<file path="src/rtl/z80_bus_ctrl.sv">
// z80_bus_ctrl: Z80 bus controller with wait-state FSM, byte RAM, 4-deep output FIFO and status port.
// Optional feature macro WAIT_STATE_EN: when defined, accesses insert WAIT_CYCLES wait states and a write
// to a full FIFO stalls the CPU; when undefined, WAIT stays low and writes to a full FIFO set OVERFLOW.
module z80_bus_ctrl #(
  parameter int          MEM_AW      = 8,
  parameter int          WAIT_CYCLES = 2,
  parameter logic [7:0]  OUT_PORT    = 8'h00,
  parameter logic [7:0]  STAT_PORT   = 8'h01
) (
  input  logic        CLK,
  input  logic        RESET,
  input  logic [15:0] ADDR,
  input  logic [7:0]  DO,
  output logic [7:0]  DI,
  input  logic        MREQ,
  input  logic        IORQ,
  input  logic        WR,
  input  logic        M1,
  output logic        WAIT,
  output logic [7:0]  PORT_DATA,
  output logic        PORT_VALID,
  input  logic        PORT_READY,
  output logic        OVERFLOW
);
  typedef enum logic [1:0] {IDLE, WAITING, DONE} state_t;
  localparam logic [3:0] WC = 4'(WAIT_CYCLES);
  state_t      state;
  logic [3:0]  cnt;
  logic [7:0]  ram [2**MEM_AW];
  logic [7:0]  fifo [4];
  logic [1:0]  rd, wr;
  logic [2:0]  count;
  logic        strobe, out_wr, full, do_acc, push, pop, mem_we;
  logic [7:0]  rdata;
  logic        unused;
  assign unused = ^{M1, ADDR};
  assign PORT_VALID = count != 3'd0;
  assign PORT_DATA = fifo[rd];
  // Access decode; the access happens on the edge where do_acc is high, and never while reset is held.
  always_comb begin
    strobe = MREQ || IORQ;
    out_wr = IORQ && !MREQ && WR && ADDR[7:0] == OUT_PORT;
    full = count == 3'd4;
`ifdef WAIT_STATE_EN
    do_acc = RESET && !(out_wr && full) &&
             ((state == IDLE && strobe && WC == 4'd0) || (state == WAITING && cnt == 4'd1));
`else
    do_acc = RESET && state == IDLE && strobe;
`endif
    mem_we = do_acc && MREQ && WR;
    push = do_acc && out_wr && !full;
    pop = PORT_VALID && PORT_READY;
    rdata = MREQ ? ram[ADDR[MEM_AW-1:0]] :
            ADDR[7:0] == STAT_PORT ? {3'b000, OVERFLOW, full, count} : 8'hFF;
  end
  // RAM write port; contents deliberately survive reset.
  always_ff @(posedge CLK)
    if (mem_we) ram[ADDR[MEM_AW-1:0]] <= DO;
  // Bus FSM: one access per strobe assertion, wait-state counting, read data and overflow flag.
  always_ff @(posedge CLK or negedge RESET)
    if (!RESET) begin
      state <= IDLE;
      DI <= 8'h00;
      WAIT <= 1'b0;
      cnt <= 4'd0;
      OVERFLOW <= 1'b0;
    end else begin
      if (do_acc && !WR) DI <= rdata;
      if (do_acc && out_wr && full) OVERFLOW <= 1'b1;
      case (state)
        IDLE:
          if (strobe) begin
            cnt <= WC;
            if (do_acc) state <= DONE;
            else begin
              state <= WAITING;
              WAIT <= 1'b1;
              if (WC == 4'd0) cnt <= 4'd1;
            end
          end
        WAITING:
          if (do_acc) begin
            state <= DONE;
            WAIT <= 1'b0;
            cnt <= 4'd0;
          end else if (cnt != 4'd1) cnt <= cnt - 4'd1;
        default:
          if (!strobe) state <= IDLE;
      endcase
    end
  // Output FIFO; fullness is judged on the registered count so a same-cycle pop never admits a push.
  always_ff @(posedge CLK or negedge RESET)
    if (!RESET) begin
      for (int i = 0; i < 4; i++) fifo[i] <= 8'h00;
      rd <= 2'd0;
      wr <= 2'd0;
      count <= 3'd0;
    end else begin
      if (push) begin
        fifo[wr] <= DO;
        wr <= wr + 2'd1;
      end
      if (pop) rd <= rd + 2'd1;
      count <= count + {2'b00, push} - {2'b00, pop};
    end
endmodule

</file>
<file path="config.mk">
export PLATFORM = sky130hd
export DESIGN_NAME = z80_bus_ctrl
export DESIGN_NICKNAME = d
export VERILOG_FILES = /design/src/rtl/z80_bus_ctrl.sv
export SDC_FILE = /design/constraint.sdc
export NUM_CORES = 2
export LEC_CHECK = 0
export CAP_MARGIN = 20
export CORE_ASPECT_RATIO = 0.5
export CORE_UTILIZATION = 45
export CTS_BUF_LIST = sky130_fd_sc_hd__clkbuf_16
export CTS_CLUSTER_SIZE = 12
export DETAILED_ROUTE_END_ITERATION = 12
export HOLD_SLACK_MARGIN = 0.08
export SYNTH_ARGS = -nofsm -noshare
export SYNTH_HDL_FRONTEND = slang
export SYNTH_SLANG_ARGS = --single-unit
</file>
<file path="constraint.sdc">
create_clock -name CLK -period 2.9 [get_ports CLK]
set_input_delay 0.87 -clock CLK [delete_from_list [all_inputs] [get_ports CLK]]
set_output_delay 0.87 -clock CLK [all_outputs]
set_load 0.03 [all_outputs]
</file>
Yosys cells after proc, flatten, opt, wreduce, memory -nomap -nowiden
Memory sizes are Yosys's and may differ from the RTL's.
Index checks and enable logic that the tools add are counted.

storage, ports and cells
  word-level logic and storage cells = 70
  memories = 1
  input bits = 31
  output and inout bits = 19
  RAM bits = 2048
  bits in registers = 51

operators by class
  eq/ne operators = 7
  multiplexer cells = 19
  reduce and logical (&&, ||, !) cells = 23
  add/sub/neg operators = 4
  bitwise gates (word level) = 2
  order comparisons = 3

memories
  name  words  width  rd ports  clocked after memory_dff  write ports  RTL line  source
  ram   256    8      1         0                         1            29        logic [7:0] ram [2**MEM_AW];

operators by type and width
  kind                                                                  count
  8-bit two-way mux                                                     5
  32-bit bitwise mux                                                    1
  8-bit binary-select mux with 2-bit select                             1
  8-bit demux with 2-bit select                                         1
  1-bit logical AND                                                     13
  8-bit by 1-bit == test with 1-bit output, second input constant       1
  8-bit zero test                                                       1
  2-bit two-way mux                                                     4
  3-bit >= comparator, second input constant                            2
  2-bit != test, second input constant                                  3
  2-bit inverter with 3-bit output                                      2
  1-bit two-way mux                                                     5
  2-bit by 1-bit adder with 2-bit output, second input constant         2
  2-bit case mux with 2 select lines                                    1
  4-bit AND reduction                                                   1
  3-bit by 1-bit adder with 3-bit output                                1
  3-bit == test, second input constant                                  1
  1-bit zero test                                                       3
  3-bit by 1-bit < comparator with 1-bit output, second input constant  1
  3-bit by 1-bit != test with 1-bit output, second input constant       1
  3-bit AND reduction                                                   1
  3-bit nonzero test                                                    1
  3-bit by 1-bit subtractor with 3-bit output                           1
  2-bit by 1-bit == test with 1-bit output, second input constant       1
  other kinds (4)                                                       4

Longest topological paths before layout
  depth after elaboration = 8
  gate-level depth with buffers = 14
  mapped depth without buffers = 10

Worst setup path before layout
No wires, ideal clock.

  path kind = input port to flip-flop
  start point = input port ADDR[4]
  end point = memory ram[55][0] (enable)
  setup slack = -306 ps
  data arrival time = 2836 ps
  setup time = 370 ps
  cell stages on the path = 7
  required time = 2530 ps
  cells stage by stage = clkbuf_1 > clkbuf_1 > clkbuf_1 > clkbuf_1 > nand4_1 > clkbuf_1 > nor2_1

RTL lines
  element             RTL line  source
  start: declaration  12        input logic [15:0] ADDR,
  end: declaration    29

No word-level cell before the write port.

Worst setup path after layout
  start point = register rd[0]
  end point = output port PORT_DATA[3]

between the ends
  cells in the longest elaborated chain, start to end = 4

RTL lines
  element                                                 RTL line  source
  start: declaration                                      31        logic [1:0] rd, wr;
  start signal: assignment                                103       if (pop) rd <= rd + 2'd1;
  2-bit inverter with 3-bit output (implied by the code)  38        assign PORT_DATA = fifo[rd];
  8-bit binary-select mux with 2-bit select               38
  8-bit two-way mux (implied by the code) (2 in series)   38
  end: declaration                                        20        output logic [7:0] PORT_DATA,

No other way between the ends. The select of a mux whose other input is x is not followed.

==> impl_metrics.csv <==
group,metric,value,unit
floorplanning,start_util,45.5,%
finish,drive_above_1_share,36.0,%
pwr,seq_power_share,55.0,%
yosys,synth.most_common_cell,"edfxtp_1",
critical_path,end_kind,"primary output",
finish,final_util,54.7,%
outcome,status,"finished, violations left",
yosys,syn_nets,3972,
critical_path,rrSetupSlack,0.10,ns
floorplanning,core.rowCount,110,
critical_path,cp_max_fo,5,
yosys,yosysTopAreaCellShare,74.9,%
floorplanning,core,181000,µm²
place,dpl-instance-area,93200,µm²
critical_path,cp_slowest_stage_delay,0.52,ns
yosys,synth_seq_cells,2099,
drt,drc,0,
pwr,p_sw_share,21.6,%
global_routing,grt_usage,25.1,%
yosys,syn_area_per_cell,20.9,µm²
global_routing,grt_pass1_vias,43800,
critical_path,worstSetupStartpoint,"rd[0]",
critical_path,cp_num_buf_inv,2,
yosys,postSynthCellCount,3934,
timing,fin_ws,-0.0449,ns
clock_network,root_buffer,"clkbuf_16",
finish,final_nets,4755,
timing,slew-limit-headroom,46.6,%
yosys,synthDistinctLibCells,70,
critical_path,crit_top_cell,"buf_6",
yosys,ys_top_cells_by_count,"2048 x edfxtp_1, 462 x mux4_2, 299 x nor2_1",
clock_network,clk_pin_slew,0.06,ns
job,drv_cap,0,
timing,clock_skew,0.0443,ns
critical_path,worstPathCellList,"buf_6, mux4_2, buf_6",
finish,synthToLayoutAreaGrowth,20.3,%
floorplanning,die_h,304,µm
clock_network,cts_tree,"built",
drt,vias_per_cell,6.09,
clock_network,cts-buffers-inserted,204,
drt,avgRoutedWirePerCell,32.2,µm
critical_path,timing.rr.end,"ram[233][5]",
critical_path,crit_path_top_delay_cell,"mux4_2",
global_routing,globalRouteOverflowTotal,0,
critical_path,r2r_cells,9,
pwr,clockPowerShare,38.5,%
yosys,ys_seq_area_share,76.5,%
pwr,power_leakage,32.4,nW
critical_path,worstSetupPathType,"flip-flop to primary output",
outcome,violations,"negative setup slack",
pwr,combPwrFrac,6.5,%
min_path,hp-class,"input pin to async pin",
pwr,ir_drop,0.000460,V
yosys,synth_edf_count,2048,
timing,worst_slew_pin_slew,0.801,ns
pwr,power.density,615,nW/µm²
critical_path,endpoint,"PORT_DATA[3]",
yosys,yosysWarnings,0,
finish,final_cell_area,98700,µm²
drt,drt_iter0_drc,5486,
timing,tns,-0.294,ns
timing,setup_viol,8,
clock_network,insertion_delay,0.85,ns
pwr,power,60.7,mW
yosys,netlist_area,82100,µm²
critical_path,critPathTopFamily,"multiplexers",
place,dp_hpwl,155000,µm
floorplanning,ios,50,
place,post-place-ws,-1.09,ns
timing,timing.fmax,0.340,GHz
timing,finalHoldViolCount,0,
yosys,synthTopCellsByArea,"edfxtp_1 75%, mux4_2 13%, mux2i_1 2.3%",
yosys,synth_top_area_cell,"edfxtp_1",
clock_network,cts_buffer_depth,4,
timing,drv_slew,0,
yosys,async_reset_ff_share,2.43,%
timing,min_period_over_period,102,%
pwr,switchingPower,13.1,mW
finish,seq_area,62800,µm²
yosys,synth_ff_type,"edfxtp_1",
critical_path,start_kind,"flip-flop",
finish,multiInputGateArea,18800,µm²
place,gp_congestion,0.922,
global_routing,grt_pass1_wl,327000,µm
drt,drtPass1Iterations,7,
global_routing,grt_max_degree,93,
clock_network,cts_htree_levels,4,
place,io_buffer_count,40,
floorplanning,die_area,184000,µm²
drt,vias,43700,
drt,postRouteAntennaNets,0,
critical_path,cp.required,2.03,ns
timing,fin_crit,2.94,ns
clock_network,clock_sinks,2099,
pwr,internal_power,47.6,mW
critical_path,path_depth,3,
critical_path,r2r-start,"state[1]",
critical_path,crit_arrival,2.07,ns
global_routing,antenna_found_initial,9,
timing,rsz0062_at_grt,"true",
drt,routed_wl,231000,µm
floorplanning,die_w,606,µm
finish,fillers,13700,
## worst min-delay path by stage
| stage | endpoint | cells after the start |
|---|---|---|
| after floorplan | WAIT | 1 |
| after global placement | WAIT | 1 |
| after detailed placement | fifo[6] | 1 |
| after CTS | WAIT | 2 |
| after global routing | fifo[9] | 2 |
| final | WAIT | 2 |
## cells by family (layout without fill, tap and decap cells)
| group | after synthesis | in the layout | share of synthesized area [%] |
|---|---|---|---|
| flops | 2099 | 2099 | 76.5 |
| mux | 705 | 705 | 15.7 |
| simple gates | 555 | 555 | 2.99 |
| compound gates | 327 | 327 | 2.80 |
| buf+inv | 236 | 1067 | 1.83 |
| fa+ha+maj | 7 | 7 | 0.116 |
| xor+xnor | 5 | 5 | 0.0534 |
| other cells | 0 | 3 | 0 |
## layout make-up
type | count | area share (%)
Antenna cell | 3 | 0.00760
Clock buffer | 207 | 5.25
Clock inverter | 47 | 0.255
Inverter | 12 | 0.0482
Multi-Input combinational cell | 1599 | 19.1
Sequential cell | 2099 | 63.6
Tap cell | 2408 | 3.05
Timing Repair Buffer | 801 | 8.74
## sequential cells by signal (all words and copies together), names as in the netlist
register / flops
ram: 2048
fifo: 32
DI: 8
count: 3
rd: 2
state: 2
wr: 2
OVERFLOW: 1
WAIT: 1
## stage by stage
step | std cells | hold slack, ns
after floorplan | 3934 | 0.470
after global placement | 6918 | 0.477
after detailed placement | 6918 | 0.491
after CTS | 7173 | 0.315
after global routing | 7173 | 0.331
final | 7176 | 0.339
## placed cells by master (no fill, tap or decap), types with 8 or more instances in the layout
cell type	netlist	layout
buf_4	21	562
edfxtp_1	2048	2048
o22ai_1	55	55
a211oi_1	19	19
mux2i_1	189	189
dlygate4sd2_1	0	10
nor2_1	299	147
a22oi_1	61	61
o221ai_1	15	15
mux2_2	54	54
and3_1	10	8
nand2_1	94	84
and2_1	16	15
clkbuf_8	0	9
dfrtp_1	51	51
nand4_1	13	13
inv_1	10	43
clkbuf_16	0	207
a21oi_1	58	57
a2111oi_0	9	8
buf_6	40	10
nor2b_1	15	12
buf_12	7	199
mux4_2	462	462
o21ai_0	23	22
a32oi_1	8	8
o2111ai_1	10	10
nand3_1	56	52
nor2_4	2	109
nor2_2	0	45
o211ai_1	10	10
nor4_1	11	10
nand2_2	5	14
## per-layer routing
metal	up-vias	GRT usage (%)	part of all wire, %
li1	17900	-	-
met1	23600	37.2	43
met2	1961	38.2	46
met3	295	5.79	9.3
met4	0	5.56	1.9
met5	-	0	0
## worst reg2reg max path, stage by stage, from the launching register on
cell	delay [ns]
dfrtp_1	0.43
or3b_2	0.52
nor2_1	0.21
buf_4	0.16
and3_2	0.30
buf_4	0.18
nand2_1	0.07
buf_4	0.24
nor2_1	0.20
buf_4	0.21
## what timing repair did
item,4_1_cts,5_1_grt
hold buffers,0,0
resized for setup,74,6
pin swaps,0,1
endpoints found under the setup margin,20,250
buffers inserted,1,0
## power groups by stage
stage / Combinational, mW / Clock (mW) / Sequential (mW)
final: 3.96 / 23.3 / 33.4
after global routing: 4.13 / 24.8 / 33.4
after CTS: 3.95 / 23.7 / 33.4
after detailed placement: 3.92 / 0 / 34.0
after global placement: 3.88 / 0 / 34.0
after floorplan: 1.81 / 0 / 34.0
Note: power is estimated with default switching activity, not from simulation.
